[config.mk]
export PLATFORM = sky130hd
export DESIGN_NAME = uart_fetch_bridge
export DESIGN_NICKNAME = d
export VERILOG_FILES = /design/src/rtl/uart_fetch_bridge.sv
export SDC_FILE = /design/constraint.sdc
export NUM_CORES = 1
export LEC_CHECK = 0
export ABC_AREA = 0
export CAP_MARGIN = 20
export CORE_ASPECT_RATIO = 0.8
export CORE_MARGIN = 3
export CORE_UTILIZATION = 35
export CTS_CLUSTER_DIAMETER = 200
export DETAILED_ROUTE_END_ITERATION = 12
export GPL_TIMING_DRIVEN = 0
export HOLD_SLACK_MARGIN = 0.08
export PLACE_DENSITY = 0.52
export REMOVE_ABC_BUFFERS = 1
export SLEW_MARGIN = 20
export SYNTH_ARGS = -nofsm -noshare
export SYNTH_HDL_FRONTEND = slang
export SYNTH_SLANG_ARGS = --single-unit
[constraint.sdc]
create_clock -name clk_i -period 6.8 [get_ports clk_i]
set_input_delay 1.36 -clock clk_i [delete_from_list [all_inputs] [get_ports clk_i]]
set_output_delay 1.36 -clock clk_i [all_outputs]
set_load 0.1 [all_outputs]
[src/rtl/uart_fetch_bridge.sv]
// uart_fetch_bridge: turns CPU word reads into a 4-byte address send and a 4-byte data receive over AXI-Stream UART links.
module uart_fetch_bridge #(
    parameter int unsigned TimeoutCycles = 1000000,
    parameter logic [31:0] NopWord = 32'h00000013
) (
    input  logic        clk_i,
    input  logic        reset_i,
    input  logic        mem_valid_i,
    input  logic [31:0] mem_addr_i,
    output logic        mem_ready_o,
    output logic [31:0] mem_rdata_o,
    output logic [7:0]  m_axis_tdata,
    output logic        m_axis_tvalid,
    input  logic        m_axis_tready,
    input  logic [7:0]  s_axis_tdata,
    input  logic        s_axis_tvalid,
    output logic        s_axis_tready,
    output logic        err_o
);
    typedef enum logic [1:0] {IDLE, SEND_ADDR, RECV_DATA, RESP} state_t;
    state_t state;
    logic [31:0] addr;
    logic [31:0] data;
    logic [31:0] cnt;
    logic [1:0] idx;
    logic [1:0] idx_n;
    logic timed_out;
    assign idx_n = idx + 2'd1;
    // cnt holds the idle cycles already spent, so expiry is on the TimeoutCycles-th idle cycle
    assign timed_out = (TimeoutCycles != 0) && (cnt == 32'(TimeoutCycles - 1));
    always_ff @(posedge clk_i) begin
        if (reset_i) begin
            state <= IDLE;
            addr <= '0;
            data <= '0;
            cnt <= '0;
            idx <= '0;
            mem_ready_o <= 1'b0;
            mem_rdata_o <= '0;
            m_axis_tdata <= '0;
            m_axis_tvalid <= 1'b0;
            s_axis_tready <= 1'b1;
            err_o <= 1'b0;
        end else begin
            mem_ready_o <= 1'b0;
            case (state)
                IDLE: if (mem_valid_i) begin
                    addr <= mem_addr_i;
                    idx <= '0;
                    m_axis_tdata <= mem_addr_i[7:0];
                    m_axis_tvalid <= 1'b1;
                    state <= SEND_ADDR;
                end
                SEND_ADDR: if (m_axis_tready) begin
                    idx <= idx_n;
                    m_axis_tdata <= addr[{idx_n, 3'b000} +: 8];
                    if (idx == 2'd3) begin
                        m_axis_tvalid <= 1'b0;
                        cnt <= '0;
                        state <= RECV_DATA;
                    end
                end
                RECV_DATA: if (s_axis_tvalid) begin
                    data[{idx, 3'b000} +: 8] <= s_axis_tdata;
                    idx <= idx_n;
                    cnt <= '0;
                    if (idx == 2'd3) begin
                        mem_rdata_o <= {s_axis_tdata, data[23:0]};
                        mem_ready_o <= 1'b1;
                        s_axis_tready <= 1'b0;
                        state <= RESP;
                    end
                end else if (timed_out) begin
                    mem_rdata_o <= NopWord;
                    mem_ready_o <= 1'b1;
                    s_axis_tready <= 1'b0;
                    err_o <= 1'b1;
                    state <= RESP;
                end else begin
                    cnt <= cnt + 32'd1;
                end
                RESP: begin
                    s_axis_tready <= 1'b1;
                    state <= IDLE;
                end
                default: state <= IDLE;
            endcase
        end
    end
endmodule

---- After elaboration in Yosys (flattened, before gate mapping) ----
Index checks and enable logic that the tools add are counted.
storage, ports and cells
  flip-flop bits (word level) ............. 144
  input bits .............................. 45
  output and inout port bits .............. 44
cells by class
  add/subtract/negate cells ............... 3
  equal/unequal tests ..................... 13
  shifts and indexed selects .............. 3
  muxes and demuxes ....................... 33
  bitwise operators ....................... 2
  reduce and logical (&&, ||, !) cells .... 17
operators by type and width
  operator                                                                 number
  32-bit two-way mux                                                       7
  32-bit one-hot mux with 2 select lines                                   1
  32-bit by 1-bit adder with 32-bit output (second input constant)         1
  32-bit bitwise mux                                                       1
  32-bit by 20-bit == test with 1-bit output (second input constant)       1
  8-bit by 7-bit variable shift with 32-bit output (first input constant)  1
  32-bit by 6-bit indexed part select with 8-bit output                    1
  8-bit by 7-bit indexed part select with 32-bit output                    1
  2-bit two-way mux                                                        9
  8-bit two-way mux                                                        2
  8-bit one-hot mux with 2 select lines                                    1
  3-bit AND reduction                                                      4
  4-bit AND reduction                                                      3
  3-bit != test (second input constant)                                    3
  1-bit two-way mux                                                        8
  2-bit != test (second input constant)                                    4
  2-bit one-hot mux with 4 select lines                                    1
  2-bit nonzero test                                                       4
  5-bit negator with 7-bit output                                          1
  2-bit == test (second input constant)                                    3
  2-bit one-hot mux with 3 select lines                                    1
  5-bit AND reduction                                                      1
  1-bit one-hot mux with 2 select lines                                    2
  2-bit AND reduction                                                      2
  other kinds (7)                                                          8

---- Logic depth before layout (Yosys ltp) ----
Gate-level depths: netlist (run 1).
  depth in word-level cells ............... 4
  depth in mapped cells ................... 10

---- Worst setup path after synthesis (run 1) ----
Ideal clock, no wire load.
  kind .................................... input to register
  from .................................... input port s_axis_tvalid
  to ...................................... register mem_rdata_o[20]
  setup time .............................. 118 ps
  arrival ................................. 2853 ps
  required time ........................... 6682 ps
  path slack .............................. 3829 ps
  stages .................................. 7
  buffers on the path ..................... 3
  cells stage by stage .................... clkbuf_1 nand2b_1 nor4_4 nor3_2 buf_4 buf_6 a22o_1
on the way
  word-level cells in the longest chain between the ends .. 2
RTL lines
  what                                                                                                    line  source
  start, declared                                                                                         16    input logic s_axis_tvalid,
  2-bit by 1-bit != test with 1-bit output (no source line) / 2-bit nonzero test (equally long branches)  -
  3-bit AND reduction (no source line)                                                                    -
  end signal, assigned                                                                                    68    mem_rdata_o <= {s_axis_tdata, data[23:0]};
  end signal, assigned                                                                                    74    mem_rdata_o <= NopWord;
  end, declared                                                                                           11    output logic [31:0] mem_rdata_o,
Several ways; a longest one is shown, not always the timed one.
A chain may end at the register's enable or synchronous reset.

---- Final worst setup path (run 1) ----
  from .................................... input port s_axis_tvalid
  to ...................................... register cnt[14]
on the way
  word-level cells in the longest chain between the ends .. 2
RTL lines
  what                                                                                                   line  source
  3-bit != test (no source line) / 32-bit two-way mux (equally long branches)                            -
  4-bit AND reduction (no source line) / 32-bit one-hot mux with 2 select lines (equally long branches)  -
  end signal, assigned                                                                                   80    cnt <= cnt + 32'd1;
  end, declared                                                                                          24    logic [31:0] cnt;
Several ways; a longest one is shown, not always the timed one.

==> impl_metrics.toml, run 1 <==
[placed_design]
dpl.hpwl_um = 10390
place_congestion = 0.8469
numPlacedInstances = 911
io_buffer_count = 88

[layout]
syn2layout_area_growth_pct = 28.27
instances_no_fill = 943
final_common_cell = "dfxtp_1"
nets = 770
diodes = 0
layout-drive-gt1-share = 0.08104
mostFrequentLayoutCells = "136 x dfxtp_1, 87 x clkdlybuf4s50_1, 84 x nand2_1"

[global_routing]
grt_max_degree = 55
antenna_found_initial = 0
grt_overflow = 0
grt_usage = 0.1724
grt_pass1_wl_um = 24780
grt_pass1_vias = 4854

[sta]
finalSetupTns_ns = 0
max_freq_ghz = 0.2631
finalHoldViolCount = 0
fin_crit_ns = 3.801
relSlewSlack = 0.3133
worstMarginPinSlew_ns = 1.027
fin_crit_sh = 0.5590
setup_viol = 0
whs_ns = 0.4530
slew_viol_final = 0
rsz0062_at_grt = "false"
finalClockSkew_ns = 0.008677

[die]
rows = 41
die_w_um = 149.3
die_area_sq_um = 18020
initial_utilization = 0.3606
coreArea_sq_um = 15950
boundaryPins = 89
die_h_um = 120.7

[synthesis]
ys_seq_area_frac = 0.4732
synthCells = 642
synth_xor_area_frac = 0.001522
synth-edff-count = 0
synthAdderAreaFrac = 0.02175
yosys_warnings = 0
synthArstFlopShare = 0
synth_area_sq_um = 5753
synthSimpleGateAreaFrac = 0.2284
yosysUniqueCellTypes = 51
synthFlopType = "dfxtp_1"
synth_seq_cells = 136
synth_compound_area_frac = 0.1888
synth.area.mux_share = 0.05067
synth_top_family_by_area = "simple AND/OR/NAND/NOR gates"
syn_avg_cell_area_sq_um = 8.961

[route]
via_count = 5046
antenna_left = 0
drc = 0
initialDrtViolationCount = 344
drtPass1Iterations = 5
wl_per_cell_um = 15.93
routed_via_density = 5.351
drt_wl_total_um = 15020

[critical_path]
startpoint_type = "primary input"
crit_type = "in2reg"
critPathCaptureType = "flip-flop"
critPathRequiredTime_ns = 7.14
crit_slowest_cell = "nor2_1"
cp_top_family = "simple AND/OR/NAND/NOR gates"
critPathMaxFanout = 12
critical_path.max_stage_delay_ns = 0.73
cp_num_buf_inv = 1
cp.arrival_ns = 4.14
path_cells = "clkdlybuf4s50_1 -> nand2b_1 -> nor2_1 -> nand2b_1 -> nor2_1 -> nand4_1 -> o21ai_0"

[clocking]
cts_root_buf = "clkbuf_16"
post-cts-setup-buffer-count = 0
clk_pin_slew_ns = 0.06
cts_made_buffers = 17
clock_path_buffers = 2
cts_tree = "yes"
htreeDepth = 4
insertion_delay_ns = 0.42
cts_resized = 0
numClockSinks = 136
cts_hold_buffers = 0

[power]
p_leak_nw = 2.619
vdd_drop_max_v = 0.0002276
p_per_area_nw_per_um2 = 332.1

[flow_run]
drv_cap = 0

[outcome]
outcome = "finished, final reports clean"

[min_path]
hp-class = "reg2reg"
[report_power, final]
group          internal, mW  switching, mW
combinational         0.222          0.434
clock                 0.509          0.372
sequential            0.865         0.0490
total                  1.60          0.856
[metrics by stage]
step                      cell area (sq um)  power (mW)  utilization  worst slack, ns
final                                  7380       2.451       0.4626            2.999
after global routing                   7380       2.591       0.4626            2.721
after CTS                              7380       2.481       0.4626            3.008
after detailed placement               6814       1.591       0.4271            2.571
after global placement                 6743       1.567       0.4226           0.6076
after floorplan                        5593       1.385            -            3.861
[registers in the layout, summed over array words and instances, names as in the netlist, 2 cells and up]
register / flops
addr: 32
cnt: 32
data: 24
idx: 2
m_axis_tdata: 8
mem_rdata_o: 32
state: 2
[cell families (layout without fill, tap and decap cells)]
logic type,Yosys count,after routing
AOI/OAI and AO/OA,168,168
xor gates and xnor gates,1,1
adders and majority gates,10,10
buffers and inverters,49,135
DFF,136,136
muxes,19,19
and+or+nand+nor,259,259
[worst register-to-register path, stage by stage (launching register included)]
cell and delay (ns):
dfxtp_1 0.79, inv_1 0.25, ha_1 0.79, nor4b_2 0.91, a22oi_1 0.15, nor2_1 0.13
[path summary, 6_finish.rpt]
path                  from       end  slack [ns]  cells after the start
max reg2reg         idx[0]  data[18]        3.71                      5
max          s_axis_tvalid   cnt[14]        3.00                      7
min reg2reg       addr[31]  addr[31]        0.45                      2
min               addr[31]  addr[31]        0.45                      2
[layout make-up]
cell class | count | area, sq um
Fill cell | 1518 | 8574
Multi-Input combinational cell | 457 | 2845
Sequential cell | 136 | 2723
Timing Repair Buffer | 91 | 932.1
Clock buffer | 17 | 425.4
Tap cell | 215 | 269.0
Clock inverter | 15 | 140.1
Inverter | 12 | 45.04
[layer usage]
layer | part of all wire | GRT usage
met4 | 0.012 | 0.05603
met2 | 0.43 | 0.2559
met3 | 0.066 | 0.04908
met1 | 0.49 | 0.2417
met5 | 0 | 0
[cell usage after synthesis (all sizes together) (10+ instances only)]
library cell  number  area, sq um
dfxtp            136         2723
nand2             84        315.3
nor2              71        266.5
a21oi             55        275.3
a22o              29        254.0
o21ai             27        135.1
clkbuf            26        98.84
a22oi             25        187.7
nand3             19        95.09
nor3              18        95.09
nand4             13        87.58
inv               12        45.04
nor4              12        126.4
a31oi             11        68.82
buf               11        61.30
a211oi            10        75.07
ha                10        125.1
mux2i             10        100.1
(Power assumes the default switching activity.)
==> inputs of run 2 (changes only) <==
--- a/config.mk
+++ b/config.mk
@@ -14,7 +14,7 @@
 export DETAILED_ROUTE_END_ITERATION = 12
 export GPL_TIMING_DRIVEN = 0
 export HOLD_SLACK_MARGIN = 0.08
-export PLACE_DENSITY = 0.52
+export PLACE_DENSITY = 0.54
 export REMOVE_ABC_BUFFERS = 1
 export SLEW_MARGIN = 20
 export SYNTH_ARGS = -nofsm -noshare
==> constraint.sdc (replaced) <==
create_clock -name clk_i -period 3.3 [get_ports clk_i]
set_input_delay 0.66 -clock clk_i [delete_from_list [all_inputs] [get_ports clk_i]]
set_output_delay 0.66 -clock clk_i [all_outputs]
set_load 0.1 [all_outputs]
==> impl_metrics.toml, run 2 (synthesized netlist as in run 1, its figures left out) <==
[clocking]
insertion_delay_ns = 0.41
numClockSinks = 136
clock_path_buffers = 2
post-cts-setup-buffer-count = 0
cts_made_buffers = 17
cts_tree = "yes"
cts_hold_buffers = 0
cts_root_buf = "clkbuf_16"
htreeDepth = 4
clk_pin_slew_ns = 0.06

[die]
coreArea_sq_um = 15950
boundaryPins = 89
rows = 41
initial_utilization = 0.3606
die_area_sq_um = 18020
die_h_um = 120.7
die_w_um = 149.3

[global_routing]
antenna_found_initial = 1
busiest_layer = "met2"
grt_max_degree = 52
grt_pass1_vias = 4980
grt_pass1_wl_um = 25630
grtUsageMet2 = 0.2658
gr-usage-met3 = 0.04833
grt_usage = 0.1770
grt_overflow = 0
grt_use_met1 = 0.2481

[layout]
mostFrequentLayoutCells = "136 x dfxtp_1, 87 x clkdlybuf4s50_1, 84 x nand2_1"
nets = 770
diodes = 0
layout-drive-gt1-share = 0.08253
final_common_cell = "dfxtp_1"
reg.largest.list = "addr x32, cnt x32, mem_rdata_o x32"
syn2layout_area_growth_pct = 28.97
fin_area_sq_um = 7420

[critical_path]
reg2reg_to = "data[21]"
critPathRequiredTime_ns = 3.64
ff2ff_setup_slack_ns = 0.18
r2r.worst_path.cells = 5
critPathMaxFanout = 14
r2r-start = "idx[0]"
crit_type = "reg2reg"
startpoint_type = "flip-flop"
critPathCaptureType = "flip-flop"
crit_start = "idx[0]"
cp.arrival_ns = 3.46

[sta]
relSlewSlack = 0.3007
fin_crit_ns = 3.117
worstMarginPinSlew_ns = 1.046
max_freq_ghz = 0.3209
slew_viol_final = 0
finalClockSkew_ns = 0.007495
fin_crit_sh = 0.9444
rsz0062_at_grt = "true"
setup_viol = 0
finalHoldViolCount = 0

[power]
p_sw_mw = 1.756
vdd_drop_max_v = 0.0004370
p_per_area_nw_per_um2 = 702.0
p_clk_frac = 0.376
p_sw_frac = 0.3372
pwr-share-seq = 0.362
combinationalPowerShare = 0.262
p_leak_nw = 2.628
p_int_mw = 3.453
p_total_mw = 5.209

[route]
wl_per_cell_um = 16.26
drc = 0
antenna_left = 0
via_count = 5008
drtPass1Iterations = 6
routed_via_density = 5.316
drt_wl_total_um = 15320
initialDrtViolationCount = 390

[flow_run]
drv_cap = 0

[min_path]
min_path_cells = 2
hp-class = "reg2reg"
hold_path_end = "addr[6]"
hold_start = "addr[6]"

[placed_design]
place_congestion = 0.8034
io_buffer_count = 88
dpl.hpwl_um = 10470
placed_area_sq_um = 6805

[outcome]
outcome = "finished, final reports clean"
run 2: per-layer routing:
metal,share of wire,up-vias
li1,-,2485
met1,0.50,2363
met2,0.43,142
met3,0.055,16
met4,0.011,2
met5,0.00059,-
run 2: stage by stage:
stage,TNS (ns),setup slack (ns),util,std cells,hold WS (ns)
5_1_grt,-1.405,-0.1318,0.4651,942,0.4744
3_5_place_dp,-1.260,-0.1543,0.4266,911,0.4431
6_report,0,0.1834,0.4651,942,0.4516
4_1_cts,0,0.1040,0.4647,942,0.4514
2_1_floorplan,0,0.8346,-,605,0.4271
3_3_place_gp,-130.03,-2.137,0.4226,908,0.4402
run 2: worst max-delay path, stage by stage (launching register included):
cell	delay [ns]
dfxtp_1	0.79
inv_1	0.28
ha_1	0.79
nor4b_2	0.90
a22oi_1	0.16
nor2_1	0.14
run 2: layout make-up:
type / instances / area (sq um)
Tap cell: 215 / 269.0
Clock buffer: 18 / 439.2
Inverter: 12 / 45.04
Fill cell: 1538 / 8534
Multi-Input combinational cell: 457 / 2850
Timing Repair Buffer: 91 / 924.6
Clock inverter: 13 / 168.9
Sequential cell: 136 / 2723
run 2: power by group through the flow:
stage / logic (mW) / registers (mW) / clock network (mW)
floorplan: 0.682 / 2.17 / 0
global placement: 1.31 / 1.91 / 0
detailed placement: 1.37 / 1.92 / 0
CTS: 1.37 / 1.89 / 2.00
global route: 1.50 / 1.91 / 2.08
finish: 1.36 / 1.89 / 1.96
run 2: worst max-delay path by stage:
stage,endpoint,slack [ns]
2_1_floorplan,m_axis_tvalid,0.83
3_3_place_gp,mem_rdata_o[26],-2.14
3_5_place_dp,cnt[24],-0.15
4_1_cts,data[15],0.10
5_1_grt,data[18],-0.13
6_report,data[21],0.18
run 2: repair_timing:
item                                   in CTS  in global routing
resized for setup                           0                  2
setup endpoints to repair                   0                 22
endpoints found under the hold margin       0                  0
